### config.mk
export PLATFORM = sky130hd
export DESIGN_NAME = rs_group_scheduler_flat
export DESIGN_NICKNAME = d
export VERILOG_FILES = /design/src/rtl/rs_group_scheduler_if.sv /design/src/rtl/rs_group_scheduler.sv /design/src/flat_wrapper.sv
export SDC_FILE = /design/constraint.sdc
export NUM_CORES = 1
export LEC_CHECK = 0
export CAP_MARGIN = 20
export CORE_AREA = 2 2 166 168
export DETAILED_ROUTE_END_ITERATION = 12
export DIE_AREA = 0 0 168 170
export HOLD_SLACK_MARGIN = 0.15
export PLACE_DENSITY_LB_ADDON = 0.08
export SYNTH_ARGS = -nofsm -noshare
export SYNTH_HDL_FRONTEND = slang
export SYNTH_SLANG_ARGS = --single-unit
### constraint.sdc
create_clock -name clk -period 3.85 [get_ports clk]
set_input_delay 0.77 -clock clk [delete_from_list [all_inputs] [get_ports clk]]
set_output_delay 0.77 -clock clk [all_outputs]
set_load 0.02 [all_outputs]
### src/rtl/rs_group_scheduler_if.sv
`default_nettype none
// ============================================================================
// Module      : rs_group_scheduler_if
// Description : Bundle of the issue, RS-line, functional-unit and CDB signals
//               seen by one reservation-station group scheduler.
//               master : the scheduler side (drives issue strobes, FU operands,
//                        CDB request/drive and line release strobes).
//               slave  : the environment side (decode, RS lines, FU, CDB
//                        arbiter).
//               Port summary (scheduler view):
//                 in  issue_req, rs_busy[N], rs_ready[N], rs_v1/rs_v2[32*N],
//                     fu_done, fu_result[32], cdb_grant
//                 out issue_ok, issue_sel[N], issue_tag[8], fu_start,
//                     fu_a/fu_b[32], cdb_req, cdb_out[41], result_taken[N]
// Revision    : 1.0 - initial release
// ============================================================================
interface rs_group_scheduler_if #(
    parameter int N = 4
);
    logic             issue_req;
    logic             issue_ok;
    logic [N-1:0]     issue_sel;
    logic [7:0]       issue_tag;

    logic [N-1:0]     rs_busy;
    logic [N-1:0]     rs_ready;
    logic [32*N-1:0]  rs_v1;
    logic [32*N-1:0]  rs_v2;

    logic             fu_start;
    logic [31:0]      fu_a;
    logic [31:0]      fu_b;
    logic             fu_done;
    logic [31:0]      fu_result;

    logic             cdb_req;
    logic             cdb_grant;
    logic [40:0]      cdb_out;
    logic [N-1:0]     result_taken;

    modport master (
        input  issue_req, rs_busy, rs_ready, rs_v1, rs_v2,
               fu_done, fu_result, cdb_grant,
        output issue_ok, issue_sel, issue_tag, fu_start, fu_a, fu_b,
               cdb_req, cdb_out, result_taken
    );

    modport slave (
        output issue_req, rs_busy, rs_ready, rs_v1, rs_v2,
               fu_done, fu_result, cdb_grant,
        input  issue_ok, issue_sel, issue_tag, fu_start, fu_a, fu_b,
               cdb_req, cdb_out, result_taken
    );
endinterface
`default_nettype wire

### src/rtl/rs_group_scheduler.sv
`default_nettype none
// ============================================================================
// Module      : rs_group_scheduler
// Description : Controller for one group of N reservation-station lines that
//               share a single non-pipelined functional unit. Steers issues to
//               the lowest free line, picks a ready line round-robin, runs it
//               through the FU, requests the CDB and releases the line once
//               the broadcast is granted. One op in flight at a time.
// Ports       : clk  - clock, rising edge
//               rst  - asynchronous active-high reset
//               bus  - rs_group_scheduler_if.master (issue, RS lines, FU, CDB)
// Revision    : 1.0 - initial release
// ============================================================================
module rs_group_scheduler #(
    parameter int         N        = 4,
    parameter logic [7:0] TAG_BASE = 8'h01
) (
    input  wire logic               clk,
    input  wire logic               rst,
    rs_group_scheduler_if.master    bus
);

    localparam int c_IDX_W = (N > 1) ? $clog2(N) : 1;

    localparam logic [1:0] c_ST_IDLE     = 2'd0;
    localparam logic [1:0] c_ST_EXEC     = 2'd1;
    localparam logic [1:0] c_ST_WAIT_CDB = 2'd2;

    // ------------------------------------------------------------------------
    // Registered state
    // ------------------------------------------------------------------------
    logic [1:0]          r_state;
    logic [c_IDX_W-1:0]  r_rr_ptr;
    logic [c_IDX_W-1:0]  r_sel;
    logic [31:0]         r_res;
    logic                r_fu_start;
    logic [31:0]         r_fu_a;
    logic [31:0]         r_fu_b;
    logic                r_cdb_req;

    // ------------------------------------------------------------------------
    // Issue steering: lowest-index non-busy line, independent of FSM state
    // ------------------------------------------------------------------------
    logic [c_IDX_W-1:0]  w_issue_idx;
    logic                w_issue_any;

    always_comb begin
        w_issue_idx = '0;
        w_issue_any = 1'b0;
        // Scan downward so the lowest free index is the last one written.
        for (int i = N - 1; i >= 0; i--) begin
            if (!bus.rs_busy[i]) begin
                w_issue_idx = c_IDX_W'(i);
                w_issue_any = 1'b1;
            end
        end
    end

    assign bus.issue_ok  = w_issue_any;
    assign bus.issue_sel = (bus.issue_req && w_issue_any)
                         ? ({{(N-1){1'b0}}, 1'b1} << w_issue_idx)
                         : '0;
    assign bus.issue_tag = TAG_BASE + 8'(w_issue_idx);

    // ------------------------------------------------------------------------
    // Round-robin pick. The ready vector is rotated so that bit 0 corresponds
    // to r_rr_ptr; the first set bit of the rotated vector is the offset from
    // the pointer, which is then added back modulo N.
    // ------------------------------------------------------------------------
    logic [N-1:0]        w_ready_rot;
    logic [c_IDX_W-1:0]  w_off;
    logic [c_IDX_W:0]    w_sum;
    logic [c_IDX_W-1:0]  w_pick_idx;
    logic                w_pick_any;
    logic [c_IDX_W-1:0]  w_rr_next;

    always_comb begin
        w_ready_rot = N'({bus.rs_ready, bus.rs_ready} >> r_rr_ptr);
        w_off       = '0;
        w_pick_any  = 1'b0;
        for (int j = N - 1; j >= 0; j--) begin
            if (w_ready_rot[j]) begin
                w_off      = c_IDX_W'(j);
                w_pick_any = 1'b1;
            end
        end
        w_sum = {1'b0, r_rr_ptr} + {1'b0, w_off};
        if (w_sum >= (c_IDX_W+1)'(N)) begin
            w_sum = w_sum - (c_IDX_W+1)'(N);
        end
        w_pick_idx = w_sum[c_IDX_W-1:0];
        w_rr_next  = (w_pick_idx == c_IDX_W'(N - 1)) ? '0
                                                     : w_pick_idx + c_IDX_W'(1);
    end

    // Operand mux for the picked line.
    logic [31:0] w_op_a;
    logic [31:0] w_op_b;

    always_comb begin
        w_op_a = '0;
        w_op_b = '0;
        for (int i = 0; i < N; i++) begin
            if (w_pick_idx == c_IDX_W'(i)) begin
                w_op_a = bus.rs_v1[32*i +: 32];
                w_op_b = bus.rs_v2[32*i +: 32];
            end
        end
    end

    // ------------------------------------------------------------------------
    // Dispatch / execute / broadcast FSM
    // ------------------------------------------------------------------------
    always_ff @(posedge clk or posedge rst) begin
        if (rst) begin
            r_state    <= c_ST_IDLE;
            r_rr_ptr   <= '0;
            r_sel      <= '0;
            r_res      <= '0;
            r_fu_start <= 1'b0;
            r_fu_a     <= '0;
            r_fu_b     <= '0;
            r_cdb_req  <= 1'b0;
        end else begin
            case (r_state)
                c_ST_IDLE: begin
                    r_fu_start <= 1'b0;
                    if (w_pick_any) begin
                        r_sel      <= w_pick_idx;
                        r_fu_a     <= w_op_a;
                        r_fu_b     <= w_op_b;
                        r_fu_start <= 1'b1;
                        r_rr_ptr   <= w_rr_next;
                        r_state    <= c_ST_EXEC;
                    end
                end
                c_ST_EXEC: begin
                    r_fu_start <= 1'b0;
                    // A done coincident with our own start pulse cannot belong
                    // to this op, so the first honoured done is one cycle later.
                    if (bus.fu_done && !r_fu_start) begin
                        r_res     <= bus.fu_result;
                        r_cdb_req <= 1'b1;
                        r_state   <= c_ST_WAIT_CDB;
                    end
                end
                c_ST_WAIT_CDB: begin
                    if (bus.cdb_grant) begin
                        r_cdb_req <= 1'b0;
                        r_state   <= c_ST_IDLE;
                    end
                end
                default: begin
                    r_state <= c_ST_IDLE;
                end
            endcase
        end
    end

    // ------------------------------------------------------------------------
    // Outputs. CDB drive and line release are valid in the grant cycle itself.
    // ------------------------------------------------------------------------
    logic w_granted;
    assign w_granted = (r_state == c_ST_WAIT_CDB) && bus.cdb_grant;

    assign bus.fu_start     = r_fu_start;
    assign bus.fu_a         = r_fu_a;
    assign bus.fu_b         = r_fu_b;
    assign bus.cdb_req      = r_cdb_req;
    assign bus.cdb_out      = w_granted ? {1'b1, TAG_BASE + 8'(r_sel), r_res} : '0;
    assign bus.result_taken = w_granted ? ({{(N-1){1'b0}}, 1'b1} << r_sel) : '0;

endmodule
`default_nettype wire

### src/flat_wrapper.sv
// flat-port wrapper written by rule: the top's interface ports become plain ports
module rs_group_scheduler_flat 
#(
    parameter int         N        = 4,
    parameter logic [7:0] TAG_BASE = 8'h01
)
  (clk, rst, bus_issue_req, bus_rs_busy, bus_rs_ready, bus_rs_v1, bus_rs_v2, bus_fu_done, bus_fu_result, bus_cdb_grant, bus_issue_ok, bus_issue_sel, bus_issue_tag, bus_fu_start, bus_fu_a, bus_fu_b, bus_cdb_req, bus_cdb_out, bus_result_taken);
  rs_group_scheduler_if #(.N(N)) bus_i ();
  input  wire logic clk;
  input  wire logic rst;
  input wire logic [$bits(bus_i.issue_req)-1:0] bus_issue_req;
  input wire logic [$bits(bus_i.rs_busy)-1:0] bus_rs_busy;
  input wire logic [$bits(bus_i.rs_ready)-1:0] bus_rs_ready;
  input wire logic [$bits(bus_i.rs_v1)-1:0] bus_rs_v1;
  input wire logic [$bits(bus_i.rs_v2)-1:0] bus_rs_v2;
  input wire logic [$bits(bus_i.fu_done)-1:0] bus_fu_done;
  input wire logic [$bits(bus_i.fu_result)-1:0] bus_fu_result;
  input wire logic [$bits(bus_i.cdb_grant)-1:0] bus_cdb_grant;
  output wire logic [$bits(bus_i.issue_ok)-1:0] bus_issue_ok;
  output wire logic [$bits(bus_i.issue_sel)-1:0] bus_issue_sel;
  output wire logic [$bits(bus_i.issue_tag)-1:0] bus_issue_tag;
  output wire logic [$bits(bus_i.fu_start)-1:0] bus_fu_start;
  output wire logic [$bits(bus_i.fu_a)-1:0] bus_fu_a;
  output wire logic [$bits(bus_i.fu_b)-1:0] bus_fu_b;
  output wire logic [$bits(bus_i.cdb_req)-1:0] bus_cdb_req;
  output wire logic [$bits(bus_i.cdb_out)-1:0] bus_cdb_out;
  output wire logic [$bits(bus_i.result_taken)-1:0] bus_result_taken;
  assign bus_i.issue_req = bus_issue_req;
  assign bus_i.rs_busy = bus_rs_busy;
  assign bus_i.rs_ready = bus_rs_ready;
  assign bus_i.rs_v1 = bus_rs_v1;
  assign bus_i.rs_v2 = bus_rs_v2;
  assign bus_i.fu_done = bus_fu_done;
  assign bus_i.fu_result = bus_fu_result;
  assign bus_i.cdb_grant = bus_cdb_grant;
  assign bus_issue_ok = bus_i.issue_ok;
  assign bus_issue_sel = bus_i.issue_sel;
  assign bus_issue_tag = bus_i.issue_tag;
  assign bus_fu_start = bus_i.fu_start;
  assign bus_fu_a = bus_i.fu_a;
  assign bus_fu_b = bus_i.fu_b;
  assign bus_cdb_req = bus_i.cdb_req;
  assign bus_cdb_out = bus_i.cdb_out;
  assign bus_result_taken = bus_i.result_taken;
  rs_group_scheduler #(.N(N), .TAG_BASE(TAG_BASE)) u_core (.clk(clk), .rst(rst), .bus(bus_i));
endmodule
==> results of run 1 <==
[through the flow]
step / hold WS [ns] / std cells
after detailed placement: 0.4705 / 1445
after global placement: 0.4623 / 1445
final: 0.4807 / 1461
after CTS: 0.4898 / 1460
after floorplan: 0.4489 / 727
after global routing: 0.4955 / 1461
[kinds of logic (layout without fill, tap and decap cells)]
logic type	count (synthesis)	after routing	synth area share, %
xor gates and xnor gates	2	2	0.2782
and+or+nand+nor	265	265	22.19
muxes	32	32	5.721
DFF	104	104	41.32
other	1	11	0.05954
buffers and inverters	94	486	7.251
adders and majority gates	12	12	2.384
AOI/OAI and AO/OA	208	208	20.80
[synthesized netlist by cell type, types with 2 or more instances]
cell type  count
ha_1          12
and2_1        37
buf_2         31
and3_1         5
nor3_1        66
nor2_1        70
buf_4         15
mux2_2        29
mux2_1         3
dfrtp_1      104
nand2_1       11
xnor2_1        2
clkbuf_1      32
o21ai_0        3
a221oi_1      63
o32ai_1        2
nor2b_1       66
nand2b_1       3
o21bai_1       2
a21oi_1      129
o21ai_1        2
inv_1         14
[cell type report]
cell class,count,area [um2]
diodes,1,2.502
clock buffers,9,225.2
fillers,2662,15360
clock inverters,6,77.57
multi-input cells,529,3337
flip-flops and latches,104,2603
inverters,14,55.05
repair buffers,457,4567
well taps,341,426.7
[sequential cells by signal, summed over array words and instances, names as in the netlist]
register / cells
u_core.r_state: 2
u_core.bus.fu_b: 32
u_core.r_sel: 2
u_core.r_rr_ptr: 2
u_core.bus.fu_start: 1
u_core.bus.cdb_req: 1
u_core.r_res: 32
u_core.bus.fu_a: 32
[worst max-delay path by stage]
stage / startpoint / end / cells after the start
6_report: bus_rs_ready[3] / u_core.bus.fu_a[17]$_DFFE_PP0P_ / 16
4_1_cts: bus_rs_ready[3] / u_core.bus.fu_a[19]$_DFFE_PP0P_ / 16
3_3_place_gp: bus_rs_ready[3] / u_core.bus.fu_a[19]$_DFFE_PP0P_ / 16
2_1_floorplan: rst / u_core.bus.cdb_req$_DFFE_PP0P_ / 1
3_5_place_dp: bus_rs_ready[3] / u_core.bus.fu_a[19]$_DFFE_PP0P_ / 16
5_1_grt: bus_rs_ready[3] / u_core.bus.fu_a[21]$_DFFE_PP0P_ / 15
[power groups by stage]
| stage | Combinational, W | Sequential (W) | Clock (W) |
|---|---|---|---|
| after floorplan | 0.00444 | 0.00240 | 0 |
| after global placement | 0.00780 | 0.00202 | 0 |
| after detailed placement | 0.00784 | 0.00203 | 0 |
| after CTS | 0.00787 | 0.00202 | 0.00104 |
| after global routing | 0.00863 | 0.00209 | 0.00107 |
| final | 0.00779 | 0.00201 | 0.000988 |
[metal layers]
metal	routed length (um)	GRT usage, %	part of all wire [%]	up-vias
met2	13620	32.99	49	272
met1	11040	21.90	40	3098
met5	44	0	0.16	-
met4	737	5.936	2.6	6
met3	2368	6.698	8.5	40
li1	-	-	-	3346
[worst max-delay path: stages]
cell and delay [ns]:
clkdlybuf4s50_1 0.49, inv_1 0.07, and3_1 0.16, o21ai_0 0.14, o2111ai_1 0.15, ha_1 0.21, xnor2_1 0.15, xnor2_2 0.29
ha_2 0.32, nor2b_4 0.07, buf_12 0.16, a221oi_1 0.28, nor3_1 0.08, a21oi_1 0.22, buf_4 0.15, a21oi_1 0.05
[repair_timing]
item | in CTS | in global routing
setup buffers | 0 | 0
setup endpoints to repair | 0 | 17
resized for setup | 0 | 1
==> qor.yml, run 1 <==
power_and_ir_drop:
  power_report.internal_total_w: 0.005845
  clock_power_share_pct: 9.2
  power_density_normalized_to_cell_area_nw_per_um2: 954.9
  power.leakage_nw: 4.405
  p_sw_share_pct: 45.80
  design_power_total_w: 0.01078
  combinational_power_share_pct: 72.2
  pwr-share-seq_pct: 18.6
  irDropWorstVdd_uv: 562.6
  power_switching_w: 0.004939
timing:
  fin_worst_skew_ns: 0.01088
  slew_viol_final: 0
  maxSlewHeadroom_pct: 43.34
  total_neg_setup_slack_ns: 0
  clock.fmax_ghz: 0.2803
  setup_violations: 0
  period_minus_slack_ns: 3.568
  layout_worst_path_cycle_share_pct: 92.68
  worstMarginPinSlew_ns: 0.8499
  rsz0062_at_grt: "no"
  finalHoldViolCount: 0
  final_critical_path_setup_slack_ns: 0.2820
worst_setup_path:
  crit-reg2reg-launch: "u_core.r_rr_ptr[0]$_DFFE_PP0P_"
  worstSetupPathType: "input pin to register"
  setup.reg_to_reg.worst_slack_ns: 0.60
  timing.critical_path.fanout_max: 23
  setup.worst_path.start_class: "input pin"
  worstPathRequired_ns: 4.07
  r2r_end: "u_core.bus.fu_a[17]$_DFFE_PP0P_"
  critical_path.endpoint_type: "register"
  timing.reg2reg.worst_path_depth: 13
  worst-endpoint-arrival_ns: 3.79
logic_synthesis:
  synth_top_cell_by_area: "dfrtp_1"
  synth_flop_cell: "dfrtp_1"
  synth_sequential_area_ratio_pct: 41.32
  syn-mean-instance-area_um2: 8.772
  fraction_of_registers_with_async_set_reset_pct: 100.0
  number_of_flip_flops_and_latches_in_the_synthesized_netlist: 104
  number_of_synthesized_flops_with_an_enable_pin: 0
  synth.yosys.warnings: 0
  ys_types: 39
  syn-instance-count: 718
  synth.cell_area_um2: 6299
  yosys.area.top_type_share_pct: 41.32
  ys_top_cells_by_area: "dfrtp_1, a21oi_1, a221oi_1, nor2b_1, nor3_1"
min_path:
  hp-class: "register to register"
  min_delay_path_depth: 1
  hold_path_sink: "u_core.r_res[4]$_DFFE_PP0P_"
  holdCritStartpoint: "u_core.r_res[4]$_DFFE_PP0P_"
detailed_routing:
  wirelength_routed_mm: 27.81
  vias: 6762
  drt-wirelength-per-cell_um: 19.04
  detailed_router_iteration_count_before_antenna_repair: 4
  via_per_inst: 4.628
  final_antenna_net_count: 0
  drc: 0
  drtIter0Drc: 269
place:
  number_of_port_buffers: 414
  place.detailed.hpwl_mm: 21.71
  detailedPlace.worstSlack_ns: -0.2388
  gp_congestion: 0.8291
  place_area_um2: 10980
clock_network:
  number_of_buffers_inserted_during_clock_tree_synthesis: 9
  cts_hold_repair.buffers: 0
  numClockSinks: 104
  clock_tree.root_cell: "clkbuf_16"
  max-clock-path-buffers: 2
  cts_tree: "built"
  clk_transition_reported_paths_ns: 0.08
  cts.htree.levels: 3
  clkLatencyLatePin_ns: 0.36
grt:
  grt_antenna_before_repair: 4
  gr-total-overflow: 0
  grt_pass1_vias: 6859
  grt_use_total_pct: 18.98
  grt_max_degree: 131
  grt_first_pass_wirelength_mm: 41.34
flow_run:
  maxCapViolations: 0
floorplanning:
  floorplan.initialDensity_pct: 23.63
  die-width_um: 168
  area_of_the_die_um2: 28560
  row_count: 60
  fp.dieH_um: 170
  io_pins: 425
  core_um2: 26650
cells_and_area:
  area_growth_pct: 79.30
  commonest_cells_after_routing_fill_and_taps_aside: "clkdlybuf4s50_1, a21oi_1, dfrtp_1"
  leading_cell_type_in_the_layout_fill_and_taps_excluded: "clkdlybuf4s50_1"
  post_route_cells_drive_above_1_share_pct: 8.579
  end_of_flow_core_utilization_pct: 42.38
  final_instance_area_um2: 11290
  final_nets: 1428
status:
  outcome: "completed"
No activity file was read; power rests on OpenSTA's default activity.
==> run 2, diff against run 1 <==
SKIP_CTS_REPAIR_TIMING = 1   (was not set)
==> results of run 2 <==
No change in the layout: final DEF, timing and power equal those of run 1.
==> run 3, diff against run 2 <==
ABC_AREA = 1   (was not set)
CTS_BUF_LIST = sky130_fd_sc_hd__clkbuf_8   (was not set)
==> qor.yml, run 3 <==
detailed_routing:
  final_antenna_net_count: 0  # unchanged
  detailed_router_iteration_count_before_antenna_repair: 4  # unchanged
  wirelength_routed_mm: 28.03  # +0.77%
  via_per_inst: 4.389  # -5.2%
  drc: 0  # unchanged
  vias: 7264  # +7.4%
  drt-wirelength-per-cell_um: 16.94  # -11%
  drtIter0Drc: 363  # +35%
status:
  outcome: "completed"
worst_setup_path:
  timing.critical_path.cells: "clkdlybuf4s50_1 > inv_1 > o21ai_0 > nand2_1 > inv_1 > ha_1 > inv_1 > nor2_1 > clkdlybuf4s50_1"
  timing.critical_path.slowest_stage_cell: "clkdlybuf4s50_1"
  worstPathBufferInverterCount: 5  # +1
  critical_path.endpoint_type: "output pin"
  setup.worst_path.start_class: "input pin"
  slowest_delay_ns: 0.61  # +0.12 ns
  path_delay_family: "buffers and inverters"
  worstSetupPathType: "input pin to output pin"
  worstPathRequired_ns: 3.08  # -0.99 ns
  critical_path.most_common_cell: "inv_1"
  timing.critical_path.fanout_max: 3  # -87%
  worst-endpoint-arrival_ns: 2.58  # -1.21 ns
power_and_ir_drop:
  power.leakage_nw: 5.175  # +17%
  clock_power_share_pct: 7.0  # -2.2 points
  p_sw_share_pct: 50.89  # +5.1 points
  power_report.internal_total_w: 0.005402  # -7.6%
  power_density_normalized_to_cell_area_nw_per_um2: 969.2  # +1.5%
  power_switching_w: 0.005597  # +13%
  irDropWorstVdd_uv: 573.3  # +1.9%
  combinational_power_share_pct: 75.7  # +3.5 points
  pwr-share-seq_pct: 17.4  # -1.2 points
logic_synthesis:
  ys_types: 23  # -41%
  fraction_of_registers_with_async_set_reset_pct: 100.0  # unchanged
  synth.cell_area_um2: 6639  # +5.4%
  yosys.area.top_type_share_pct: 39.20  # -2.1 points
  number_of_flip_flops_and_latches_in_the_synthesized_netlist: 104  # unchanged
  syn-mean-instance-area_um2: 7.085  # -19%
  synth_compound_area_share_pct: 27.27  # +6.5 points
  yosys.area_share.xor_xnor_pct: 0.1319  # -0.15 points
  synth_flop_cell: "dfrtp_1"
  synth_top_family_by_area: "compound AO/OA/AOI/OAI gates"
  synth_commonest_cells: "nand2_1, nor2_1, inv_1, dfrtp_1, a21oi_1"
  yosys.cell_count.top_type: "nand2_1"
  syn-instance-count: 937  # +31%
  synth_sequential_area_ratio_pct: 39.20  # -2.1 points
  yosys-mux-area-fraction_pct: 0  # -5.7 points
  synth.yosys.warnings: 0  # unchanged
  synth-adder-area-share_pct: 2.262  # -0.12 points
  synthSimpleGateAreaFrac_pct: 18.43  # -3.8 points
  synth_top_cell_by_area: "dfrtp_1"
  ys_top_cells_by_area: "dfrtp_1, nand2_1, nor2_1, a21oi_1, a22oi_1"
  number_of_synthesized_flops_with_an_enable_pin: 0  # unchanged
grt:
  grt_use_total_pct: 18.89  # -0.083 points
  grt_first_pass_wirelength_mm: 41.46  # +0.29%
  grt_max_degree: 77  # -41%
  grt_pass1_vias: 7094  # +3.4%
  grt_antenna_before_repair: 2  # -2
  gr-total-overflow: 0  # unchanged
flow_run:
  maxCapViolations: 0  # unchanged
timing:
  worstMarginPinSlew_ns: 0.8216  # -0.02835 ns
  period_minus_slack_ns: 3.353  # -0.2148 ns
  clock.fmax_ghz: 0.2982  # +6.4%
  worst_hold_margin_ns: 0.4949  # +0.01414 ns
  layout_worst_path_cycle_share_pct: 87.10  # -5.6 points
  maxSlewHeadroom_pct: 45.23  # +1.9 points
  rsz0062_at_grt: "no"
  final_critical_path_setup_slack_ns: 0.4967  # +0.2148 ns
  slew_viol_final: 0  # unchanged
  total_neg_setup_slack_ns: 0  # unchanged
  finalHoldViolCount: 0  # unchanged
  fin_worst_skew_ns: 0.01600  # +0.005116 ns
  setup_violations: 0  # unchanged
cells_and_area:
  post_route_cells_drive_above_1_share_pct: 3.196  # -5.4 points
  commonest_cells_after_routing_fill_and_taps_aside: "clkdlybuf4s50_1, nand2_1, nor2_1"
  count_of_inserted_antenna_diode_cells: 0  # -1
  leading_cell_type_in_the_layout_fill_and_taps_excluded: "clkdlybuf4s50_1"
  area_growth_pct: 70.94
  fillCellCount: 2788  # +4.7%
  final_nets: 1622  # +14%
clock_network:
  clk_transition_reported_paths_ns: 0.12  # +0.04 ns
  clock_tree.root_cell: "clkbuf_8"
  max-clock-path-buffers: 2  # unchanged
  numClockSinks: 104  # unchanged
  cts_tree: "built"
  clkLatencyLatePin_ns: 0.39  # +0.03 ns
  cts.htree.levels: 3  # unchanged
  number_of_buffers_inserted_during_clock_tree_synthesis: 9  # unchanged
min_path:
  hp-class: "register to register"
place:
  gp_congestion: 0.8028  # -3.2%
  place.detailed.hpwl_mm: 20.95  # -3.5%
  number_of_port_buffers: 414  # unchanged
  detailedPlace.worstSlack_ns: 0.1874  # +0.4262 ns
floorplanning:
  row_count: 60  # unchanged
  area_of_the_die_um2: 28560  # unchanged
  io_pins: 425  # unchanged
  floorplan.initialDensity_pct: 24.91  # +1.3 points
  fp.dieH_um: 170  # unchanged
  core_um2: 26650  # unchanged
  die-width_um: 168  # unchanged
-- run 3: changes by cell type in the layout (fill, tap and decap cells not counted), sizes merged, moves of 33 or more --
cell,previous run,this run
nand2,11,164
nor3,67,0
nor2b,66,0
nor2,70,144
inv,16,129
and2,37,0
o21ai,5,70
a221oi,63,0
o21bai,2,64
a21oi,129,96
a22oi,0,64
-- run 3: cells by family after synthesis --
kind of cell,count (synthesis)
XOR/XNOR,1
adder cells (fa/ha/maj),12
AND/OR/NAND/NOR,321
flip-flops,104
buffers and inverters,203
AO/OA/AOI/OAI,295
other,1
-- run 3: path summary, 6_finish.rpt --
check,from,end,slack (ns),depth (start not counted)
min reg2reg,u_core.bus.fu_b[23]$_DFFE_PP0P_,u_core.bus.fu_b[23]$_DFFE_PP0P_,0.49,2
max reg2reg,u_core.r_rr_ptr[0]$_DFFE_PP0P_,u_core.bus.fu_b[20]$_DFFE_PP0P_,0.87,20
min,u_core.bus.fu_b[23]$_DFFE_PP0P_,u_core.bus.fu_b[23]$_DFFE_PP0P_,0.49,2
max,bus_rs_busy[2],bus_issue_sel[3],0.50,9
max in group asynchronous,rst,u_core.r_sel[1]$_DFFE_PP0P_,2.21,3
min in group asynchronous,rst,u_core.r_res[21]$_DFFE_PP0P_,0.87,2
-- run 3: worst reg2reg max path, stage by stage, from the launching register on --
cell and delay (ns):
dfrtp_1 0.51, inv_2 0.09, nand2_1 0.08, nand3_1 0.07, nand2_1 0.12, nand3_1 0.07
a21boi_0 0.17, ha_1 0.18, xor2_1 0.19, inv_1 0.06, nand3_1 0.07, nand2_1 0.08
inv_1 0.09, ha_1 0.14, inv_1 0.06, nor2_4 0.14, buf_12 0.23, nand2_1 0.14
a22oi_1 0.18, o21bai_1 0.08, o21ai_0 0.14
-- run 3: through the flow --
| stage | instances | instance area, um2 | util, % | total power (W) |
|---|---|---|---|---|
| floorplan | 946 | 6673 | - | 0.007316 |
| global placement | 1639 | 11140 | 41.79 | 0.01034 |
| detailed placement | 1639 | 11140 | 41.79 | 0.01040 |
| CTS | 1655 | 11350 | 42.58 | 0.01123 |
| global route | 1655 | 11350 | 42.58 | 0.01221 |
| finish | 1655 | 11350 | 42.58 | 0.01100 |
-- run 3: power groups by stage --
stage	logic, W	registers (W)	clock network, W
2_1_floorplan	0.00503	0.00229	0
3_3_place_gp	0.00842	0.00192	0
3_5_place_dp	0.00847	0.00193	0
4_1_cts	0.00850	0.00191	0.000811
5_1_grt	0.00939	0.00198	0.000844
6_report	0.00832	0.00191	0.000766
-- run 3: layout make-up --
type                       count  area [um2]  share of cell area (%)
timing repair buffer         430        4377                   38.57
multi-input combinational    639        3261                   28.73
inverter                     125       471.7                   4.157
clock buffer                   9       123.9                   1.092
clock inverter                 7       86.33                  0.7607
sequential                   104        2603                   22.93
tap                          341       426.7                   3.760
-- run 3: layer usage --
| metal | track usage, % | wire, um | up-vias |
|---|---|---|---|
| met5 | 0 | 25 | - |
| met3 | 6.930 | 2526 | 24 |
| li1 | - | - | 3732 |
| met4 | 5.066 | 447 | 4 |
| met1 | 22.07 | 11350 | 3245 |
| met2 | 32.70 | 13680 | 259 |
